**src/rtl/fetch_stage.sv**
```systemverilog
// Instruction-fetch stage of the RV32I pipeline. It owns the PC, addresses the combinational
// instruction memory and registers the fetched word into IF/ID. It also handles stall, flush and redirect.
module fetch_stage #(
  parameter logic [31:0] RESET_PC  = 32'h0000_0000,
  parameter int unsigned IMEM_SIZE = 128
) (
  input  logic        CLK,
  input  logic        RESET,
  output logic [31:0] IMemAddress,
  input  logic [31:0] IMemData,
  input  logic        Stall,
  input  logic        Flush,
  input  logic        BranchTaken,
  input  logic [31:0] BranchTarget,
  output logic [31:0] PC_ID,
  output logic [31:0] PCPlus4_ID,
  output logic [31:0] Instr_ID,
  output logic        Valid_ID,
  output logic [31:0] FetchCount,
  output logic        MisalignErr,
  output logic        RangeErr
);

  localparam logic [31:0] NOP       = 32'h0000_0013;
  localparam logic [31:0] LAST_ADDR = 32'(IMEM_SIZE - 4);

  logic [31:0] pc_q, pc_d;
  logic [31:0] pc_id_q, pc_id_d;
  logic [31:0] pcp4_id_q, pcp4_id_d;
  logic [31:0] instr_id_q, instr_id_d;
  logic        valid_id_q, valid_id_d;
  logic [31:0] fetch_count_q, fetch_count_d;
  logic        misalign_q, misalign_d;
  logic        range_q, range_d;

  logic [31:0] pc_plus4;
  logic        do_bubble;
  logic        do_load;

  // Valid_ID qualifies the IF/ID contents: when low, the register holds a NOP bubble and
  // downstream must not treat it as a fetched instruction. There is no backpressure beyond Stall.
  always_comb begin
    pc_plus4      = pc_q + 32'd4;
    do_bubble     = 1'b0;
    do_load       = 1'b0;
    pc_d          = pc_q;
    fetch_count_d = fetch_count_q;
    misalign_d    = misalign_q;
    range_d       = range_q;

    if (BranchTaken) begin
      pc_d      = {BranchTarget[31:2], 2'b00};
      do_bubble = 1'b1;
      if (BranchTarget[1:0] != 2'b00) misalign_d = 1'b1;
    end else if (Stall) begin
      do_bubble = Flush;
    end else if (Flush) begin
      pc_d      = pc_plus4;
      do_bubble = 1'b1;
    end else begin
      pc_d = pc_plus4;
      // Out-of-range fetches are dropped, but the PC keeps walking.
      if (pc_q > LAST_ADDR) begin
        do_bubble = 1'b1;
        range_d   = 1'b1;
      end else begin
        do_load       = 1'b1;
        fetch_count_d = fetch_count_q + 32'd1;
      end
    end

    pc_id_d    = pc_id_q;
    pcp4_id_d  = pcp4_id_q;
    instr_id_d = instr_id_q;
    valid_id_d = valid_id_q;
    if (do_bubble) begin
      pc_id_d    = 32'd0;
      pcp4_id_d  = 32'd0;
      instr_id_d = NOP;
      valid_id_d = 1'b0;
    end else if (do_load) begin
      pc_id_d    = pc_q;
      pcp4_id_d  = pc_plus4;
      instr_id_d = IMemData;
      valid_id_d = 1'b1;
    end
  end

  always_ff @(posedge CLK or negedge RESET) begin
    if (!RESET) begin
      pc_q          <= RESET_PC;
      pc_id_q       <= 32'd0;
      pcp4_id_q     <= 32'd0;
      instr_id_q    <= NOP;
      valid_id_q    <= 1'b0;
      fetch_count_q <= 32'd0;
      misalign_q    <= 1'b0;
      range_q       <= 1'b0;
    end else begin
      pc_q          <= pc_d;
      pc_id_q       <= pc_id_d;
      pcp4_id_q     <= pcp4_id_d;
      instr_id_q    <= instr_id_d;
      valid_id_q    <= valid_id_d;
      fetch_count_q <= fetch_count_d;
      misalign_q    <= misalign_d;
      range_q       <= range_d;
    end
  end

  assign IMemAddress = pc_q;
  assign PC_ID       = pc_id_q;
  assign PCPlus4_ID  = pcp4_id_q;
  assign Instr_ID    = instr_id_q;
  assign Valid_ID    = valid_id_q;
  assign FetchCount  = fetch_count_q;
  assign MisalignErr = misalign_q;
  assign RangeErr    = range_q;

endmodule

```
**config.mk**
```make
export PLATFORM = sky130hd
export DESIGN_NAME = fetch_stage
export DESIGN_NICKNAME = d
export VERILOG_FILES = /design/src/rtl/fetch_stage.sv
export SDC_FILE = /design/constraint.sdc
export NUM_CORES = 1
export LEC_CHECK = 0
export BUFFER_PORTS_ARGS = -buffer_cell sky130_fd_sc_hd__buf_2
export CAP_MARGIN = 40
export CORE_ASPECT_RATIO = 1.25
export CORE_UTILIZATION = 50
export CTS_CLUSTER_DIAMETER = 150
export DETAILED_ROUTE_END_ITERATION = 16
export GPL_TIMING_DRIVEN = 0
export PLACE_DENSITY = 0.85
export SYNTH_ARGS = -nofsm -noshare
export SYNTH_HDL_FRONTEND = slang
export SYNTH_SLANG_ARGS = --single-unit
```
**constraint.sdc**
```tcl
create_clock -name CLK -period 2.5 [get_ports CLK]
set_input_delay 0.25 -clock CLK [delete_from_list [all_inputs] [get_ports CLK]]
set_output_delay 0.25 -clock CLK [all_outputs]
set_load 0.02 [all_outputs]
```
==> summary.md <==
| Metric | Value |
|---|---|
| Fin. max-slew vios | `0` |
| Most common flop cell mapped by yosys | `dfrtp_1` |
| Fin util | `67.8%` |
| Max incr delay on CP | `0.54 ns` |
| GRT Overall Usage | `25.1%` |
| Synth unique cells | `38` |
| Crit start category | `flop` |
| CP Capture Type | `flop` |
| IO Pins | `232` |
| ANT cells | `0` |
| Drt wl/cell | `16.5 um` |
| Worst-path cell chain | `ha_1, nand4_1, o2111ai_1, or4_4, nor4_1, xnor2_1` |
| Top cells by area, synth | `dfrtp_1 (58%), and3_1 (5.5%), xor2_1 (5.4%)` |
| Cell taking the most area after synthesis | `dfrtp_1` |
| Ys async rst share | `100%` |
| Die area | `13800 sq um` |
| Initial antenna violation count | `0` |
| Final HPWL DP | `12300 um` |
| Pwr Density | `653 nW/um^2` |
| Vias/cell | `5.33` |
| Reg2Reg Setup Slack | `0.17 ns` |
| Vias in the first global route | `5337` |
| Largest net degree at the start of global routing | `93` |
| Num CTS Buffers | `17` |
| Worst-Margin Slew | `0.754 ns` |
| Fmax | `0.429 GHz` |
| Core box area | `12800 sq um` |
| Die width | `105 um` |
| Global placer's final weighted congestion | `0.814` |
| FF-to-FF Start | `IMemAddress[2]$_DFFE_PN0N_` |
| Mapped Cells | `584` |
| Pre-Repair DR Iteration Count | `4` |
| Hold slack | `0.0344 ns` |
| Final Non-Filler Cells | `1018` |
| Final Setup Violations | `0` |
| Hold Crit Endpoint | `IMemAddress[23]$_DFFE_PN0N_` |
| EDFF count, synth | `0` |
| CTS Buffer Depth | `2` |
| Post-route DRC violation count | `0` |
| Family with the most delay on the worst path | `simple AND/OR/NAND/NOR gates` |
| Final Cell Area | `8700 sq um` |
| Worst Hold Class | `in2reg` |
| Gr ovfl total | `0` |
| CP required | `2.84 ns` |
| CP Buf/Inv Count | `0` |
| Initial Util | `51.9%` |
| Crit path arrival time | `2.67 ns` |
| Slew headroom | `49.4%` |
| Die H | `131 um` |
| VDD IR-drop max | `0.399 mV` |
| Crit Path Category | `reg2reg` |
| Pwr Total | `0.00568 W` |
| Synthesized flop and latch total | `158` |
| First-pass GRT wire length | `27200 um` |
| R2R depth | `6` |
| Fin crit period | `2.33 ns` |
| Port bufs | `228` |
| Reg2Reg Capture Point | `FetchCount[27]$_DFFE_PN0P_` |
| CTS root buf | `clkbuf_16` |
| Worst-path fanout max | `7` |
| Final hold violations | `0` |
| Final period utilization | `93.2%` |
| Hold path depth | `3` |
| Nets | `909` |
| Antenna viol nets, final | `0` |
| Clock sinks | `158` |
| Area Growth Syn to Fin | `30.5%` |
| Post-Syn Area | `6670 sq um` |
| Total of max-cap violations | `0` |
| Synthesis Warnings | `0` |
| Std cell rows | `46` |
| Slowest CP cell | `or4_4` |
| Status | `finished clean` |
| Share of cells above drive strength 1 | `34.9%` |
| Clock Latency Late Sink | `0.42 ns` |
| DRT iter0 DRCs | `248` |
| LEAKAGE | `4.76 nW` |
| Max Clock Skew | `0.0112 ns` |
| WL final | `16800 um` |
| Clk slew on worst S/H paths | `0.07 ns` |
| Placed Instances | `983` |
| Synth top area share | `58.2%` |
| Cell Area, Placed | `8060 sq um` |
| Hold Crit Start | `BranchTarget[23]` |
| H-Tree Depth | `4` |
| Vias after detailed routing | `5421` |
| Syn avg cell area | `11.4 sq um` |
| Post-synthesis sequential area ratio | `59.4%` |
| CTS tree | `yes` |
## layer usage
metal / global-route usage [%] / up-vias / routed length (um) / share of wire, %
met4: 9.55 / 0 / 371 / 2.2
met3: 6.05 / 26 / 885 / 5.3
met2: 42.9 / 181 / 8600 / 51
li1: - / 2562 / - / -
met5: 0 / - / 0 / 0
met1: 30.7 / 2652 / 6950 / 41
## sequential cells by signal (all words and copies together) (netlist names)
name / count
Instr_ID: 32
Valid_ID: 1
PCPlus4_ID: 30
IMemAddress: 30
FetchCount: 32
PC_ID: 31
RangeErr: 1
MisalignErr: 1
## placed cells by master, fill, tap and decap left out, drive strengths merged, types with 23 or more instances in the layout
master,count
buf,245
dfrtp,155
and3,59
clkbuf,50
nand2,49
xor2,41
o21ai,37
a22o,35
nand4,26
nand3,25
xnor2,23
## cell type report
cell class / count / area (sq um)
clock inverters: 15 / 169
fillers: 979 / 4130
inverters: 6 / 22.5
plain buffers: 46 / 213
clock buffers: 17 / 425
well taps: 168 / 210
flip-flops and latches: 158 / 3960
repair buffers: 233 / 1200
multi-input cells: 375 / 2500
## cell families after synthesis
family / Yosys count / synth area share (%)
AO/OA/AOI/OAI: 77 / 8.01
XOR/XNOR: 64 / 8.41
adder cells (fa/ha/maj): 3 / 0.563
buffers and inverters: 52 / 3.53
flip-flops: 158 / 59.4
multiplexers: 2 / 0.319
other: 1 / 0.0562
AND/OR/NAND/NOR: 227 / 19.8
## power breakdown
group | switching [W] | internal [W] | leakage [nW]
Combinational | 0.000272 | 0.000149 | 2.34
Sequential | 0.0000701 | 0.00260 | 2.13
Clock | 0.00116 | 0.00143 | 0.290
## cells in the mapped netlist (7+ instances only)
| cell type | instances |
|---|---|
| xnor2_1 | 23 |
| nor2_1 | 18 |
| and3_1 | 59 |
| a22o_1 | 35 |
| nand4_1 | 26 |
| nand3_1 | 25 |
| clkbuf_1 | 33 |
| o21ai_1 | 13 |
| o21ai_0 | 24 |
| nor3_1 | 8 |
| and4_1 | 9 |
| nand2_1 | 49 |
| xor2_1 | 41 |
| dfrtp_1 | 155 |
| and2_1 | 7 |
| nor4_1 | 7 |
## per-stage QoR
step	setup TNS [ns]	setup WS, ns
6_report	0	0.169
5_1_grt	-0.0222	-0.00919
2_1_floorplan	0	0.279
3_5_place_dp	-0.0451	-0.0235
3_3_place_gp	-155.95	-1.01
4_1_cts	0	0.00237
## worst register-to-register path: cells and delay by family (launching register included)
family | cells | cell delay, ns
xor+xnor | 1 | 0.17
flops | 1 | 0.47
compound gates | 1 | 0.19
fa+ha+maj | 1 | 0.29
simple gates | 3 | 1.14
## how the worst max path moves through the flow
stage | from | endpoint | cells past startpoint
3_3_place_gp | RESET | Instr_ID[16]$_DFFE_PN0P_ | 1
2_1_floorplan | IMemAddress[2]$_DFFE_PN0N_ | IMemAddress[30]$_DFFE_PN0N_ | 6
6_report | IMemAddress[2]$_DFFE_PN0N_ | FetchCount[27]$_DFFE_PN0P_ | 6
5_1_grt | IMemAddress[2]$_DFFE_PN0N_ | FetchCount[25]$_DFFE_PN0P_ | 7
3_5_place_dp | IMemAddress[28]$_DFFE_PN0N_ | FetchCount[6]$_DFFE_PN0P_ | 6
4_1_cts | IMemAddress[28]$_DFFE_PN0N_ | FetchCount[18]$_DFFE_PN0P_ | 6
## repair_timing
item / in CTS / in global routing
buffers inserted: 0 / 2
hold endpoints to repair: 66 / 0
setup endpoints to repair: 10 / 54
pin swaps: 1 / 1
gates resized for setup: 1 / 3
hold buffers: 1 / 0
Power figures use the tool's default switching activity.
